`config.mk`:
```
export PLATFORM = sky130hd
export DESIGN_NAME = arb_mux_reg_flat
export DESIGN_NICKNAME = d
export VERILOG_FILES = /design/src/rtl/arb_mux_reg_if.sv /design/src/rtl/arb_mux_reg.sv /design/src/flat_wrapper.sv
export SDC_FILE = /design/constraint.sdc
export NUM_CORES = 1
export LEC_CHECK = 0
export CORE_AREA = 2 2 229 231
export DETAILED_ROUTE_END_ITERATION = 8
export DIE_AREA = 0 0 231 233
export GPL_TIMING_DRIVEN = 0
export PLACE_DENSITY_LB_ADDON = 0.12
export SYNTH_ARGS = -nofsm -noshare
export SYNTH_HDL_FRONTEND = slang
export SYNTH_SLANG_ARGS = --single-unit
export TNS_END_PERCENT = 5
```
`constraint.sdc`:
```
create_clock -name clk -period 7.2 [get_ports clk]
set_input_delay 0.72 -clock clk [delete_from_list [all_inputs] [get_ports clk]]
set_output_delay 0.72 -clock clk [all_outputs]
set_load 0.005 [all_outputs]
```
`src/rtl/arb_mux_reg_if.sv`:
```
// arb_mux_reg_if: handshake and payload bundle for the arbitrated N-to-1 register mux.
//   mode       arbitration mode (00 RR, 01/11 fixed priority, 10 forced select)
//   sel        forced-select channel index
//   in_valid   per-channel request valid
//   in_data    flattened channel payloads, channel i at [i*DATA_WIDTH +: DATA_WIDTH]
//   in_ready   per-channel accept (at most one bit set)
//   out_valid  output register holds a word
//   out_data   registered payload
//   out_ch     source channel of out_data
//   out_ready  downstream accept
// modport master: the requesters and downstream consumer side; modport slave: the mux.
interface arb_mux_reg_if #(
    parameter int unsigned DATA_WIDTH = 32,
    parameter int unsigned NUM_CH     = 16
);
    localparam int unsigned SEL_WIDTH = (NUM_CH > 1) ? $clog2(NUM_CH) : 1;

    logic [1:0]                     mode;
    logic [SEL_WIDTH-1:0]           sel;
    logic [NUM_CH-1:0]              in_valid;
    logic [NUM_CH*DATA_WIDTH-1:0]   in_data;
    logic [NUM_CH-1:0]              in_ready;
    logic                           out_valid;
    logic [DATA_WIDTH-1:0]          out_data;
    logic [SEL_WIDTH-1:0]           out_ch;
    logic                           out_ready;

    modport master (
        output mode, sel, in_valid, in_data, out_ready,
        input  in_ready, out_valid, out_data, out_ch
    );

    modport slave (
        input  mode, sel, in_valid, in_data, out_ready,
        output in_ready, out_valid, out_data, out_ch
    );
endinterface

```
`src/rtl/arb_mux_reg.sv`:
```
// arb_mux_reg: parametrised N-to-1 valid/ready mux with built-in arbiter and a
// one-entry, bubble-free registered output stage.
//   clk  system clock, all state on rising edge
//   rst  synchronous reset, active-high
//   bus  arb_mux_reg_if.slave (mode, sel, in_valid, in_data, in_ready,
//        out_valid, out_data, out_ch, out_ready)
module arb_mux_reg #(
    parameter int unsigned DATA_WIDTH = 32,
    parameter int unsigned NUM_CH     = 16
) (
    input  logic          clk,
    input  logic          rst,
    arb_mux_reg_if.slave  bus
);
    localparam int unsigned SEL_WIDTH = (NUM_CH > 1) ? $clog2(NUM_CH) : 1;

    logic                  out_valid_q;
    logic [DATA_WIDTH-1:0] out_data_q;
    logic [SEL_WIDTH-1:0]  out_ch_q;
    logic [SEL_WIDTH-1:0]  ptr_q;

    logic                  load_en_c;
    logic                  found_c;
    logic [SEL_WIDTH-1:0]  gidx_c;
    logic [NUM_CH-1:0]     grant_c;
    logic                  xfer_c;
    int unsigned           idx_c;
    logic [DATA_WIDTH-1:0] ch_data [NUM_CH];

    // Unflatten channel payloads so the selected word can be indexed directly.
    for (genvar i = 0; i < int'(NUM_CH); i++) begin : g_unpack
        assign ch_data[i] = bus.in_data[i*DATA_WIDTH +: DATA_WIDTH];
    end

    // Stage can accept when empty or when the held word leaves this cycle.
    assign load_en_c = !out_valid_q || bus.out_ready;

    // Arbitration search: picks the winning channel index, independent of load_en.
    always_comb begin
        found_c = 1'b0;
        gidx_c  = '0;
        idx_c   = 0;
        case (bus.mode)
            2'b00: begin
                // Round-robin: scan ptr, ptr+1, ... wrapping at NUM_CH.
                for (int unsigned k = 0; k < NUM_CH; k++) begin
                    idx_c = 32'(ptr_q) + k;
                    if (idx_c >= NUM_CH) begin
                        idx_c = idx_c - NUM_CH;
                    end
                    if (!found_c && bus.in_valid[SEL_WIDTH'(idx_c)]) begin
                        found_c = 1'b1;
                        gidx_c  = SEL_WIDTH'(idx_c);
                    end
                end
            end
            2'b10: begin
                // Forced select; out-of-range indices never grant.
                if ((32'(bus.sel) < NUM_CH) && bus.in_valid[bus.sel]) begin
                    found_c = 1'b1;
                    gidx_c  = bus.sel;
                end
            end
            default: begin
                // Fixed priority, lowest index wins.
                for (int unsigned k = 0; k < NUM_CH; k++) begin
                    if (!found_c && bus.in_valid[SEL_WIDTH'(k)]) begin
                        found_c = 1'b1;
                        gidx_c  = SEL_WIDTH'(k);
                    end
                end
            end
        endcase
    end

    // Grant is one-hot, gated by stage availability and held off during reset.
    assign xfer_c = found_c && load_en_c && !rst;

    always_comb begin
        grant_c = '0;
        if (xfer_c) begin
            grant_c[gidx_c] = 1'b1;
        end
    end

    // Output register and round-robin pointer.
    always_ff @(posedge clk) begin
        if (rst) begin
            out_valid_q <= 1'b0;
            out_data_q  <= '0;
            out_ch_q    <= '0;
            ptr_q       <= '0;
        end else begin
            if (xfer_c) begin
                out_valid_q <= 1'b1;
                out_data_q  <= ch_data[gidx_c];
                out_ch_q    <= gidx_c;
                if (bus.mode == 2'b00) begin
                    ptr_q <= (32'(gidx_c) == NUM_CH - 1) ? '0 : gidx_c + SEL_WIDTH'(1);
                end
            end else if (bus.out_ready) begin
                out_valid_q <= 1'b0;
            end
        end
    end

    assign bus.in_ready  = grant_c;
    assign bus.out_valid = out_valid_q;
    assign bus.out_data  = out_data_q;
    assign bus.out_ch    = out_ch_q;
endmodule
```
`src/flat_wrapper.sv`:
```
// flat-port wrapper written by rule: the top's interface ports become plain ports
module arb_mux_reg_flat 
#(
    parameter int unsigned DATA_WIDTH = 32,
    parameter int unsigned NUM_CH     = 16
)
  (clk, rst, bus_mode, bus_sel, bus_in_valid, bus_in_data, bus_out_ready, bus_in_ready, bus_out_valid, bus_out_data, bus_out_ch);
  arb_mux_reg_if #(.DATA_WIDTH(DATA_WIDTH), .NUM_CH(NUM_CH)) bus_i ();
  input  logic clk;
  input  logic rst;
  input wire logic [$bits(bus_i.mode)-1:0] bus_mode;
  input wire logic [$bits(bus_i.sel)-1:0] bus_sel;
  input wire logic [$bits(bus_i.in_valid)-1:0] bus_in_valid;
  input wire logic [$bits(bus_i.in_data)-1:0] bus_in_data;
  input wire logic [$bits(bus_i.out_ready)-1:0] bus_out_ready;
  output wire logic [$bits(bus_i.in_ready)-1:0] bus_in_ready;
  output wire logic [$bits(bus_i.out_valid)-1:0] bus_out_valid;
  output wire logic [$bits(bus_i.out_data)-1:0] bus_out_data;
  output wire logic [$bits(bus_i.out_ch)-1:0] bus_out_ch;
  assign bus_i.mode = bus_mode;
  assign bus_i.sel = bus_sel;
  assign bus_i.in_valid = bus_in_valid;
  assign bus_i.in_data = bus_in_data;
  assign bus_i.out_ready = bus_out_ready;
  assign bus_in_ready = bus_i.in_ready;
  assign bus_out_valid = bus_i.out_valid;
  assign bus_out_data = bus_i.out_data;
  assign bus_out_ch = bus_i.out_ch;
  arb_mux_reg #(.DATA_WIDTH(DATA_WIDTH), .NUM_CH(NUM_CH)) u_core (.clk(clk), .rst(rst), .bus(bus_i));
endmodule
```
; ---- Word-level counts from Yosys, hierarchy flattened
; Index checks and enable logic that the tools add are counted.
; W data, S select, Z words.
[totals]
elab_cells = 317
mem_bits_ro = 0
register_bits = 41
in_bits = 537
ramBits = 0
latch_bits = 0
memories = 0
output_inout_bits = 53
[op_classes]
n_addsub = 32
shifts = 0
n_mux = 172
bitwise_logic = 1
div_mod_pow = 0
eq_ne = 2
magnitude_cmp = 36
multipliers = 0
reduce_logical = 70
[op_table]
columns = cell, count
row1 = $mux W4, 58
row2 = $bmux W32 S4, 1
row3 = $lt A4 B5 Y1 const B, 18
row4 = $mux W1, 84
row5 = $ge A5 B5 Y1 const B, 16
row6 = $bmux W1 S4, 17
row7 = $mux W32, 2
row8 = $sub A4 B1 Y4 const B, 16
row9 = $add A4 B4 Y5 const B, 8
row10 = $logic_and A1 B1 Y1, 33
row11 = $logic_not A1 Y1, 32
row12 = $add A4 B3 Y5 const B, 4
row13 = $mux W16, 1
row14 = $mux W3, 4
row15 = $add A4 B2 Y5 const B, 2
row16 = $pmux W4 S2, 1
row17 = $add A4 B1 Y5 const B, 1
row18 = $ge A4 B5 Y1 const B, 1
row19 = $not A4 Y5, 1
row20 = $add A4 B1 Y4 const B, 1
row21 = $demux W1 S4, 1
row22 = $eq A4 B4 Y1 const B, 1
row23 = $ge A4 B1 Y1 const B, 1
row24 = $mux W2, 2
row25 = other kinds (7), 7

; ---- Depth between registers and ports, before layout
; Gate-level depths: netlist (run 1).
[logic_depth]
depth_word = 72
ltp_mapped = 26
ltp_nobuf = 15

; ---- Worst setup path before layout (run 1)
; No wires, ideal clock.
[synth_path]
path_kind = register to output
startpoint = register u_core.ptr_q[1]
endpoint = output bus_in_ready[13]
t_required_ns = 6.480
n_path_buf = 6
setup_slack_ns = 1.556
stages_incl_launch_ff = 19
t_arrival_ns = 4.924
path_cell_list = dfxtp_1 buf_2 buf_4 buf_2 inv_1 ha_1 buf_1 mux4_2 mux4_2 or2_2 nor3_1 o2111a_1 nor4_2 a21oi_4 clkbuf_1 clkbuf_1 ha_1 nand2_1 nor3_1
[synth_via]
elab_chain_len = 72
word_cells_on_any_way = 198
cone_classes = 31 x add/sub / 18 x order compare / 116 x mux / 33 x reduce/logical
[synth_rtl]
columns = item, line_no
row1 = from (decl), arb_mux_reg.sv:20  ; logic [SEL_WIDTH-1:0] ptr_q;
row2 = from (signal assigned), arb_mux_reg.sv:99  ; ptr_q <= (32'(gidx_c) == NUM_CH - 1) ? '0 : gidx_c + SEL_WIDTH'(1);
row3 = branches (longest 71 deep; another with $add A4 B1 Y5), -
row4 = $mux W16 (*), arb_mux_reg.sv:81  ; if (xfer_c) begin
row5 = to (decl), flat_wrapper.sv:16  ; output wire logic [$bits(bus_i.in_ready)-1:0] bus_in_ready;
; Mark *: on every way between the ends. The select of a mux whose other input is x is not followed.

; ---- Worst setup path in the final report (run 1)
[layout_path]
startpoint = register u_core.ptr_q[2]
endpoint = output bus_in_ready[0]
; Same word-level chain as after synthesis.

==> metrics.log, run 1 <==
[metrics] time the final worst path needs with I/O delays and setup: about 7.0 ns
[metrics] critical path data arrival time: 6.31 ns
[metrics] commonest cells after routing, fill and taps aside: 587 x clkdlybuf4s50_1, 138 x mux2i_1, 88 x nor2_1
[metrics] Synth area leader: mux2i_1
[metrics] global-route congestion overflow total: 0
[metrics] CTS sink count: 41
[metrics] cell leakage power: 5.69 nW
[metrics] worst r2r src: u_core.ptr_q[1]$_SDFFE_PP0P_
[metrics] Max VDD drop: ~0.076 mV
[metrics] core outline area: between 50000 and 60000 sq um
[metrics] placed standard-cell area: 16100 sq um
[metrics] slowest stage cell on the critical path: mux4_2
[metrics] die extent in y: roughly 230 microns
[metrics] number of max-capacitance violations reported: 0
[metrics] share of power burned in registers: 0.145
[metrics] crit end category: output port
[metrics] global routing usage summed across all routing layers: 0.258
[metrics] number of clock buffers inserted by TritonCTS: 5
[metrics] final setup violation count: 0
[metrics] footprint of the multi-input gates: 7860 sq um
[metrics] count of buffer and inverter cells on the critical path: 9
[metrics] IO Count: 590
[metrics] sequential cell area: ~800 sq um
[metrics] clock network fraction of design power: 0.130
[metrics] root cell of the clock tree: clkbuf_16
[metrics] CP Class: flip-flop to output port
[metrics] fillers: around 5400
[metrics] delay of the slowest cell on the worst path: between 0.5 and 0.6 ns
[metrics] grt peak-use layer: met2
[metrics] starting density of the core: 0.182
[metrics] highest fanout seen on the critical path: 19
[metrics] fraction of final layout cells sized beyond drive strength 1: 0.145
[metrics] run status: finished clean
[metrics] number of DRC violations after detailed routing: 0
[metrics] pin count of the biggest net entering global routing: 21
[metrics] x dimension of the die: 231 microns
[metrics] met3 capacity usage during global routing: 0.0513
[metrics] final clock period utilization by the worst path: 0.976
[metrics] num rows: a little over 80
[metrics] worst path cell trace: buf_4 > clkbuf_2 > clkinv_2 > ha_1 > clkbuf_4 > mux4_2 > mux2i_2 > mux2i_2 > a21oi_1 > o21ai_0 > a2111oi_1 > a31oi_1 > nand2_1 > buf_6 > buf_6 > buf_12 > buf_6 > ha_1 > nand2_2 > nor2_1 > clkdlybuf4s50_1
[metrics] gate count after technology mapping: 1114
[metrics] CTS Hold Buffers Added: 0
[metrics] DRC marker count from the first detailed-route iteration: 774
[metrics] die area: around 54000 sq um
[metrics] Routability Congestion: 0.893
[metrics] vias per inst: around 5.3
[metrics] setup repair after global routing missed its margin: false
[metrics] count of endpoints failing hold in the final timing report: 0
[metrics] worst slew slack as a fraction of its limit: 0.336
[metrics] final clock skew: roughly 0.0044 ns
[metrics] layout-stage area growth over the synthesis result: 77.0%
[metrics] Avg Inst Size Synth: between 8 and 9 sq um
[metrics] global-route wire length before repair: 98500 microns
[metrics] half-perimeter wire length after placement: ~62000 microns
[metrics] gate family responsible for the most delay along the worst path: buffers and inverters
[metrics] min-delay worst type: flip-flop to flip-flop
[metrics] number of nets in the final layout: between 2000 and 2500
[metrics] crit path from: u_core.ptr_q[2]$_SDFFE_PP0P_
[metrics] distinct cell type count after synthesis: 87
[metrics] max-slew violation count: 0
[metrics] sequential element share of the synthesized area: 0.0882
[metrics] wire per inst: ~30 microns
[metrics] clock latency of the later-clocked register in the worst-skew pair: 0.31 ns
[metrics] H-tree depth reported by CTS: 2
[metrics] Net Sw Frac: 0.450
[metrics] worst-margin pin slew: between 0.9 and 1 ns
[metrics] netlist area before placement: just over 9000 sq um
[metrics] number of antenna violations at the first check in global routing: 14
[metrics] clock tree buffer depth: 2
[metrics] finished layout cell area: 16500 sq um
[metrics] required time worst endpoint: around 6.5 ns
[metrics] Post-synth EDFFs: 0
[metrics] count of buffers inserted at the top-level ports: 589
[metrics] TritonCTS clock tree: done
[metrics] total of flip-flops plus latches after synthesis: slightly above 40
[metrics] Switch Pwr: 0.963 mW
[metrics] met2 routing resource usage after global routing: 0.494
[metrics] Max Fclk: 0.142 GHz
[metrics] internal portion of total power: around 1.2 mW
[metrics] Clk pin slew, worst setup/hold paths: roughly 0.070 ns
[metrics] fraction of synthesis flops using an asynchronous set or reset pin: 0
[metrics] hold_sp: u_core.bus.out_ch[2]$_SDFFE_PP0P_
[metrics] routed wire length: around 73000 microns
[metrics] number of global-route vias before repair: ~13000
[metrics] post-synth net total: 1662
[metrics] met1 Track Usage GR: 0.300
[metrics] count of nets left with antenna violations after detail routing: 0
[metrics] vias after detailed routing: about 13000
[metrics] CP Launch Type: flip-flop
[metrics] most frequent CP cell: buf_6
[metrics] Yosys warning total: 0
[metrics] synth top area cells: mux2i_1 15%, dfxtp_1 8.8%, mux4_2 8.2%
[metrics] share of the synthesized area in the top cell type: 0.154
[metrics] Hold Worst Slack: about 0.46 ns
[metrics] slack of the worst reg-to-reg path: just under 0.7 ns
[metrics] Primary FF master, synth: dfxtp_1
[metrics] detailed-router iteration count before antenna repair: 7
[metrics] power per unit of standard cell area: between 100 and 150 nW/um^2
[metrics] commonest non-fill, non-tap cell in the layout: clkdlybuf4s50_1
[metrics] combinational cell fraction of total power: 0.724
## synth_stat cells (all sizes together), types with 3 or more instances
cell and instances:
mux4 34, o2111ai 26, o32ai 3, a211o 21, nand2b 21, o2111a 3, a41oi 21, inv 12
and2 5, o22ai 24, nand2 76, nor4 8, o211ai 30, nor3b 3, o221a 13, xor2 5
mux2i 143, xnor2 6, or3 14, a2bb2oi 20, a31oi 4, a31o 3, a21o 22, a211oi 3
or2 3, and4 3, nor2 90, buf 74, a21oi 40, o221ai 19, nand3 11, a32oi 30
clkbuf 52, nor2b 10, dfxtp 41, nand4 5, o22a 29, ha 11, nor3 39, o31ai 9
o21ai 17, o32a 21, mux2 54
## per-stage QoR
stage,TNS (ns),power (mW),worst slack (ns),std cells,utilization
final,0,2.14,0.172,2396,0.323
after global routing,0,2.24,0.00104,2396,0.323
after CTS,-0.0128,2.13,-0.0128,2391,0.320
after detailed placement,-16.91,1.83,-1.49,2383,0.314
after global placement,-20.84,1.83,-1.65,2383,0.314
after floorplan,0,1.03,1.56,1114,-
## final timing paths
| check | cells past startpoint | end |
|---|---|---|
| worst max register to register | 23 | u_core.bus.out_data[28]$_SDFFE_PP0P_ |
| worst min register to register | 2 | u_core.bus.out_ch[2]$_SDFFE_PP0P_ |
| worst min-delay path | 2 | u_core.bus.out_ch[2]$_SDFFE_PP0P_ |
| worst max-delay path | 21 | bus_in_ready[0] |
## power by group through the flow
stage	sequential, mW	clock (mW)	combinational, mW
finish	0.311	0.279	1.55
global route	0.313	0.297	1.63
CTS	0.310	0.290	1.53
detailed placement	0.315	0	1.51
global placement	0.315	0	1.51
floorplan	0.298	0	0.731
## registers in the layout, indices dropped and copies added, names as in the netlist
| name | flops |
|---|---|
| u_core.bus.out_ch | 4 |
| u_core.bus.out_valid | 1 |
| u_core.bus.out_data | 32 |
| u_core.ptr_q | 4 |
## what timing repair did
action                     4_1_cts  5_1_grt
pin swaps                        2        9
resized for setup               35       21
setup endpoints to repair       22       16
buffers inserted                 3        4
## kinds of logic (layout without fill, tap and decap cells)
| logic type | after synthesis | after routing | share of synthesized area |
|---|---|---|---|
| AOI/OAI and AO/OA | 382 | 382 | 0.346 |
| and+or+nand+nor | 299 | 299 | 0.156 |
| muxes | 231 | 231 | 0.302 |
| buffers and inverters | 139 | 740 | 0.0818 |
| DFF | 41 | 41 | 0.0882 |
| adders and majority gates | 11 | 11 | 0.0148 |
| xor gates and xnor gates | 11 | 11 | 0.0112 |
| other | 0 | 1 | 0 |
## worst register-to-register path: stages, from the launching register on
cell,delay (ns)
dfxtp_2,0.42
buf_6,0.20
buf_6,0.18
buf_4,0.20
clkinvlp_4,0.13
ha_1,0.33
buf_6,0.13
buf_8,0.14
buf_6,0.19
mux2_1,0.41
mux2_2,0.32
mux4_2,0.55
nor2_4,0.19
and4_1,0.23
buf_6,0.15
nand3_1,0.16
o211ai_1,0.40
a32o_2,0.28
nand2b_1,0.06
clkbuf_1,0.23
nor2_1,0.53
clkbuf_1,0.59
o2111ai_1,0.28
o2111ai_1,0.13
## final cells by class
class,instances,area share
Antenna cell,1,0.000152
Buffer,123,0.0465
Clock buffer,5,0.00759
Clock inverter,3,0.00281
Inverter,13,0.00357
Multi-Input combinational cell,934,0.477
Sequential cell,41,0.0500
Tap cell,680,0.0516
Timing Repair Buffer,596,0.361
## per-layer routing
metal	wire length (microns)	share of wire	vias to the layer above
li1	-	-	5701
met2	39200	0.54	550
met1	28300	0.39	6299
met4	959	0.013	10
met3	4690	0.064	66
met5	64	0.00087	-
No activity file was read; power rests on OpenSTA's default activity.
==> run 2: changes to the inputs <==
--- a/config.mk
+++ b/config.mk
@@ -5,11 +5,12 @@
 export SDC_FILE = /design/constraint.sdc
 export NUM_CORES = 1
 export LEC_CHECK = 0
-export CORE_AREA = 2 2 229 231
+export CORE_AREA = 2 2 227 229
 export DETAILED_ROUTE_END_ITERATION = 8
-export DIE_AREA = 0 0 231 233
+export DIE_AREA = 0 0 229 231
 export GPL_TIMING_DRIVEN = 0
 export PLACE_DENSITY_LB_ADDON = 0.12
+export SKIP_LAST_GASP = 1
 export SYNTH_ARGS = -nofsm -noshare
 export SYNTH_HDL_FRONTEND = slang
 export SYNTH_SLANG_ARGS = --single-unit
==> metrics.log, run 2 (synthesized netlist as in run 1, its figures left out) <==
[metrics] run status: finished clean
[metrics] final clock skew: around 0.0048 ns
[metrics] clock latency of the later-clocked register in the worst-skew pair: around 0.31 ns
[metrics] worst-margin pin slew: 0.994 ns
[metrics] CTS Hold Buffers Added: 0
[metrics] Net Sw Frac: 0.456
[metrics] grt peak-use layer: met2
[metrics] met2 routing resource usage after global routing: 0.493
[metrics] power per unit of standard cell area: approximately 130 nW/um^2
[metrics] max-slew violation count: 0
[metrics] number of global-route vias before repair: ~13000
[metrics] die extent in y: around 230 microns
[metrics] num rows: 83
[metrics] half-perimeter wire length after placement: 63500 microns
[metrics] Hold Crit Depth: 2
[metrics] core outline area: a little over 50000 sq um
[metrics] Switch Pwr: approximately 0.96 mW
[metrics] pin count of the biggest net entering global routing: 21
[metrics] fraction of final layout cells sized beyond drive strength 1: 0.145
[metrics] die area: between 50000 and 60000 sq um
[metrics] Largest register FFs: 32
[metrics] met1 Track Usage GR: 0.303
[metrics] final clock period utilization by the worst path: 0.971
[metrics] setup repair after global routing missed its margin: true
[metrics] commonest non-fill, non-tap cell in the layout: clkdlybuf4s50_1
[metrics] sequential cell area: between 800 and 900 sq um
[metrics] clock network fraction of design power: 0.119
[metrics] worst path cell trace: buf_6 > buf_6 > buf_4 > clkinvlp_4 > ha_1 > buf_6 > buf_8 > buf_6 > mux2_1 > mux2i_1 > mux4_2 > and4_1 > and3_1 > a2111oi_2 > o211ai_1 > nand2_1 > buf_6 > buf_6 > buf_12 > buf_6 > ha_1 > nand2_2 > nor2b_4 > clkdlybuf4s50_1
[metrics] starting density of the core: 0.184
[metrics] count of endpoints failing hold in the final timing report: 0
[metrics] CTS sink count: a little over 40
[metrics] commonest cells after routing, fill and taps aside: 589 x clkdlybuf4s50_1, 140 x mux2i_1, 88 x nor2_1
[metrics] final setup violation count: 0
[metrics] worst reg2reg endpoint: u_core.bus.out_data[9]$_SDFFE_PP0P_
[metrics] delay of the slowest cell on the worst path: between 0.5 and 0.6 ns
[metrics] number of antenna violations at the first check in global routing: 23
[metrics] number of max-capacitance violations reported: 0
[metrics] footprint of the multi-input gates: 7850 sq um
[metrics] count of nets left with antenna violations after detail routing: 0
[metrics] number of nets in the final layout: around 2300
[metrics] vias per inst: 5.22
[metrics] layout-stage area growth over the synthesis result: 76.8%
[metrics] slowest stage cell on the critical path: mux4_2
[metrics] finished layout cell area: around 16000 sq um
[metrics] H-tree depth reported by CTS: 2
[metrics] worst slew slack as a fraction of its limit: 0.333
[metrics] Clk pin slew, worst setup/hold paths: 0.07 ns
[metrics] met3 capacity usage during global routing: 0.0583
[metrics] combinational cell fraction of total power: 0.734
[metrics] Worst Reg2Reg Path Length in Cells: 24
[metrics] worst r2r src: u_core.ptr_q[1]$_SDFFE_PP0P_
[metrics] crit end category: output port
[metrics] placed standard-cell area: roughly 16000 sq um
[metrics] slack of the worst reg-to-reg path: 0.74 ns
[metrics] most frequent CP cell: buf_6
[metrics] highest fanout seen on the critical path: 19
[metrics] IO Count: 590
[metrics] internal portion of total power: between 1 and 1.5 mW
[metrics] vias after detailed routing: approximately 13000
[metrics] number of DRC violations after detailed routing: 0
[metrics] Routability Congestion: 0.918
[metrics] wire per inst: 30.7 microns
[metrics] global routing usage summed across all routing layers: 0.265
[metrics] cell leakage power: about 5.7 nW
[metrics] critical path data arrival time: 6.27 ns
[metrics] Max VDD drop: 0.0824 mV
[metrics] number of clock buffers inserted by TritonCTS: 5
[metrics] post-route core utilization: 0.325
[metrics] min-delay worst type: flip-flop to flip-flop
[metrics] root cell of the clock tree: clkbuf_16
[metrics] CP Class: flip-flop to output port
[metrics] hold-critical path endpoint: u_core.bus.out_ch[2]$_SDFFE_PP0P_
[metrics] fillers: 5539
[metrics] global-route wire length before repair: ~99000 microns
[metrics] CP Launch Type: flip-flop
[metrics] global-route congestion overflow total: 0
[metrics] detailed-router iteration count before antenna repair: 5
[metrics] share of power burned in registers: 0.147
[metrics] TritonCTS clock tree: done
[metrics] routed wire length: around 74000 microns
[metrics] required time worst endpoint: roughly 6.5 ns
[metrics] Max Fclk: between 0.1 and 0.15 GHz
[metrics] hold_sp: u_core.bus.out_ch[2]$_SDFFE_PP0P_
[metrics] time the final worst path needs with I/O delays and setup: between 6 and 7 ns
[metrics] count of placed standard cells including taps: approximately 2400
[metrics] count of buffers inserted at the top-level ports: around 590
[metrics] DRC marker count from the first detailed-route iteration: roughly 970
[metrics] x dimension of the die: 229 microns
[metrics] count of placed standard cells in the final layout, fillers left out: approximately 2400
[metrics] clock tree buffer depth: 2
run 2: cell types whose count changed in the layout (fill, tap and decap cells not counted), moves of 2 or more:
| cell | change |
|---|---|
| clkdlybuf4s50_1 | +2 |
| mux2i_2 | -2 |
| a2111oi_1 | -2 |
| a2111oi_2 | +2 |
| buf_4 | +5 |
| diode_2 | +8 |
| mux2i_1 | +2 |
| clkinvlp_4 | +2 |
| dlygate4sd2_1 | -2 |
run 2: through the flow:
| stage | hold slack (ns) | setup slack [ns] | setup TNS [ns] | power (mW) |
|---|---|---|---|---|
| 5_1_grt | 0.506 | -0.0501 | -0.233 | 2.20 |
| 2_1_floorplan | 0.449 | 1.56 | 0 | 1.03 |
| 6_report | 0.456 | 0.206 | 0 | 2.10 |
| 3_5_place_dp | 0.441 | -1.60 | -17.26 | 1.82 |
| 3_3_place_gp | 0.438 | -1.70 | -19.65 | 1.82 |
| 4_1_cts | 0.459 | -0.0883 | -0.324 | 2.09 |
run 2: what timing repair did:
action	CTS	global route
setup buffers	5	5
pin swaps	1	6
gates resized for setup	34	18
hold endpoints to repair	0	0
endpoints found under the setup margin	28	16
run 2: cell type report:
cell class,instances,area share
Antenna cell,9,0.00137
Clock buffer,5,0.00760
Tap cell,680,0.0517
Multi-Input combinational cell,934,0.477
Sequential cell,41,0.0499
Timing Repair Buffer,599,0.363
Buffer,121,0.0448
Inverter,13,0.00357
Clock inverter,3,0.00137
run 2: power by group through the flow:
stage	sequential (mW)	combinational, mW	clock, mW
2_1_floorplan	0.298	0.731	0
3_3_place_gp	0.311	1.51	0
3_5_place_dp	0.311	1.51	0
4_1_cts	0.306	1.53	0.257
5_1_grt	0.311	1.62	0.265
6_report	0.309	1.54	0.249
run 2: worst max-delay path by stage:
stage                                      start          endpoint  slack [ns]  depth (start not counted)
finish              u_core.ptr_q[1]$_SDFFE_PP0P_   bus_in_ready[4]        0.21                         24
global route        u_core.ptr_q[1]$_SDFFE_PP0P_   bus_in_ready[1]       -0.05                         20
CTS                 u_core.ptr_q[1]$_SDFFE_PP0P_  bus_in_ready[15]       -0.09                         23
detailed placement  u_core.ptr_q[2]$_SDFFE_PP0P_   bus_in_ready[4]       -1.60                         19
global placement    u_core.ptr_q[2]$_SDFFE_PP0P_   bus_in_ready[4]       -1.70                         19
floorplan           u_core.ptr_q[1]$_SDFFE_PP0P_  bus_in_ready[13]        1.56                         18
run 2: routing by layer:
layer	up-vias	routed length (microns)
li1	5708	-
met1	6170	28400
met2	571	38600
met3	86	4830
met4	8	2000
met5	-	56
run 2: critical path, delay by kind of cell (launching register included):
kind                       cells  cell delay (ns)
and+or+nand+nor                5             0.99
buffers and inverters         12             2.48
DFF                            1             0.43
adders and majority gates      2             0.50
AOI/OAI and AO/OA              2             0.51
muxes                          3             1.00
==> run 3: changes to the inputs <==
--- a/config.mk
+++ b/config.mk
@@ -5,9 +5,10 @@
 export SDC_FILE = /design/constraint.sdc
 export NUM_CORES = 1
 export LEC_CHECK = 0
-export CORE_AREA = 2 2 227 229
+export ABC_AREA = 1
+export CORE_AREA = 2 2 229 231
 export DETAILED_ROUTE_END_ITERATION = 8
-export DIE_AREA = 0 0 229 231
+export DIE_AREA = 0 0 231 233
 export GPL_TIMING_DRIVEN = 0
 export PLACE_DENSITY_LB_ADDON = 0.12
 export SKIP_LAST_GASP = 1
==> metrics.log, run 3 <==
[metrics] run status: finished clean
[metrics] final setup violation count: 0
[metrics] num rows: a little over 80
[metrics] Clk pin slew, worst setup/hold paths: around 0.060 ns
[metrics] CP Class: flip-flop to output port
[metrics] total of flip-flops plus latches after synthesis: 41
[metrics] H-tree depth reported by CTS: 2
[metrics] Avg Inst Size Synth: 4.63 sq um
[metrics] min-delay worst type: flip-flop to flip-flop
[metrics] Hold Worst Slack: 0.491 ns
[metrics] number of DRC violations after detailed routing: 0
[metrics] Yosys warning total: 0
[metrics] IO Count: around 600
[metrics] commonest cells after routing, fill and taps aside: 1186 x nand2_1, 588 x clkdlybuf4s50_1, 363 x nand3_1
[metrics] vias per inst: around 4.7
[metrics] CTS sink count: approximately 40
[metrics] fraction of synthesis flops using an asynchronous set or reset pin: 0
[metrics] clock tree buffer depth: 2
[metrics] x dimension of the die: ~230 microns
[metrics] vias after detailed routing: 15700
[metrics] max-slew violation count: 0
[metrics] Top Metal Used: met4
[metrics] cell leakage power: ~8 nW
[metrics] most frequent cells after synthesis: 1186 x nand2_1, 363 x nand3_1, 122 x nor2_1
[metrics] routed wire length: slightly above 70000 microns
[metrics] setup repair after global routing missed its margin: true
[metrics] starting density of the core: 0.190
[metrics] clock latency of the later-clocked register in the worst-skew pair: ~0.3 ns
[metrics] Primary FF master, synth: dfxtp_1
[metrics] Max VDD drop: ~0.11 mV
[metrics] CP Launch Type: flip-flop
[metrics] slowest stage cell on the critical path: clkdlybuf4s50_1
[metrics] count leader, synth: nand2_1
[metrics] Routability Congestion: approximately 0.96
[metrics] detailed-router iteration count before antenna repair: 5
[metrics] fillers: about 5900
[metrics] total met3 wirelength after detailed routing: 4300 microns
[metrics] count of buffer and inverter cells on the critical path: 8
[metrics] count of placed standard cells including taps: roughly 3400
[metrics] layout-stage area growth over the synthesis result: 71.5%
[metrics] sequential element share of the synthesized area: 0.0843
[metrics] count of placed standard cells in the final layout, fillers left out: about 3400
[metrics] half-perimeter wire length after placement: 63100 microns
[metrics] number of nets in the final layout: about 3200
[metrics] post-synth net total: 2648
[metrics] core outline area: around 51000 sq um
[metrics] netlist area before placement: 9730 sq um
[metrics] final clock skew: 0.00861 ns
[metrics] pin count of the biggest net entering global routing: 15
[metrics] Largest register FFs: 32
[metrics] number of max-capacitance violations reported: 0
[metrics] critical path data arrival time: roughly 6.0 ns
[metrics] required time worst endpoint: 6.48 ns
[metrics] Synth area leader: nand2_1
[metrics] global-route congestion overflow total: 0
[metrics] root cell of the clock tree: clkbuf_16
[metrics] gate count after technology mapping: 2100
[metrics] Post-synth EDFFs: 0
[metrics] Max Fclk: between 0.1 and 0.15 GHz
[metrics] footprint of the multi-input gates: approximately 7800 sq um
[metrics] fraction of final layout cells sized beyond drive strength 1: 0.0490
[metrics] worst slew slack as a fraction of its limit: 0.452
[metrics] crit end category: output port
[metrics] final clock period utilization by the worst path: 0.936
[metrics] worst-margin pin slew: approximately 0.8 ns
[metrics] wire per inst: around 21 microns
[metrics] count of buffers inserted at the top-level ports: roughly 600
[metrics] die extent in y: 233 microns
[metrics] number of clock buffers inserted by TritonCTS: 5
[metrics] TritonCTS clock tree: done
[metrics] distinct cell type count after synthesis: 36
[metrics] commonest non-fill, non-tap cell in the layout: nand2_1
[metrics] number of antenna violations at the first check in global routing: 7
[metrics] global routing usage summed across all routing layers: 0.257
[metrics] count of endpoints failing hold in the final timing report: 0
[metrics] detailed-route wire length on metal 1: between 30000 and 40000 microns
[metrics] number of global-route vias before repair: roughly 16000
[metrics] sequential cell area: around 820 sq um
[metrics] gate family responsible for the most delay along the worst path: simple AND/OR/NAND/NOR gates
[metrics] routed length on met2: 36000 microns
[metrics] synth top area cells: nand2_1 46%, nand3_1 19%, dfxtp_1 8.4%
[metrics] power per unit of standard cell area: around 120 nW/um^2
[metrics] time the final worst path needs with I/O delays and setup: between 6 and 7 ns
[metrics] share of the synthesized area in the top cell type: 0.457
[metrics] CTS Hold Buffers Added: 0
[metrics] highest fanout seen on the critical path: 13
[metrics] die area: between 50000 and 60000 sq um
[metrics] DRC marker count from the first detailed-route iteration: approximately 1200
[metrics] count of nets left with antenna violations after detail routing: 0
[metrics] global-route wire length before repair: just over 100000 microns
[metrics] delay of the slowest cell on the worst path: a little over 0.5 ns
==> run 3: changes by cell type in the layout (fill, tap and decap cells not counted), sizes merged, moves of 30 or more <==
cell | before | now
a32oi | 30 | 0
nor2 | 90 | 130
mux2 | 54 | 0
mux2i | 143 | 0
mux4 | 34 | 0
inv | 11 | 74
nand3 | 11 | 364
nand2 | 76 | 1191
nor3 | 39 | 7
==> run 3: layout make-up <==
cell class,count,share of cell area
inverter,77,0.0175
timing repair buffer,588,0.353
sequential,41,0.0494
multi-input combinational,1840,0.469
clock inverter,3,0.00412
clock buffer,5,0.00749
antenna,8,0.00120
tap,680,0.0510
buffer,141,0.0474
==> run 3: tightest hold or removal path, stage by stage (launching register included) <==
cell and delay [ns]:
dfxtp_1 0.33, nand3_1 0.07, o21ai_0 0.06
==> run 3: final timing paths <==
check | slack (ns) | from | depth (start not counted) | endpoint
hold reg to reg | 0.49 | u_core.bus.out_ch[1]$_SDFFE_PP0P_ | 2 | u_core.bus.out_ch[1]$_SDFFE_PP0P_
setup / recovery | 0.46 | u_core.ptr_q[1]$_SDFFE_PP0P_ | 29 | bus_in_ready[11]
setup reg to reg | 1.77 | u_core.ptr_q[1]$_SDFFE_PP0P_ | 31 | u_core.bus.out_data[4]$_SDFFE_PP0P_
hold / removal | 0.49 | u_core.bus.out_ch[1]$_SDFFE_PP0P_ | 2 | u_core.bus.out_ch[1]$_SDFFE_PP0P_
==> run 3: cell families after synthesis <==
family,synth area share
AOI/OAI and AO/OA,0.0539
and+or+nand+nor,0.727
DFF,0.0843
adders and majority gates,0.0141
buffers and inverters,0.111
xor gates and xnor gates,0.00977
==> run 3: through the flow <==
stage	setup slack (ns)	util	setup TNS, ns	total power [mW]	area (sq um)
after floorplan	2.54	-	0	0.980	9730
after global placement	0.451	0.322	0	1.75	16500
after detailed placement	0.452	0.322	0	1.75	16500
after CTS	0.111	0.326	0	2.07	16700
after global routing	-0.0127	0.327	-0.0236	2.21	16700
final	0.460	0.327	0	2.06	16700
==> run 3: what timing repair did <==
action,in CTS,in global routing
resized for setup,0,6
setup endpoints to repair,0,16
setup buffers,0,0
==> run 3: power by group <==
group	leakage [nW]	total [mW]	internal (mW)	switching [mW]
Sequential	0.343	0.281	0.261	0.0194
Combinational	7.80	1.47	0.611	0.861
Clock	0.0945	0.307	0.200	0.106
Total	8.24	2.06	1.07	0.986
==> run 3: layer usage <==
metal  track usage  up-vias
met4        0.0526        0
met2         0.465      640
li1              -     7842
met5             0        -
met1         0.323     7191
met3        0.0319       62
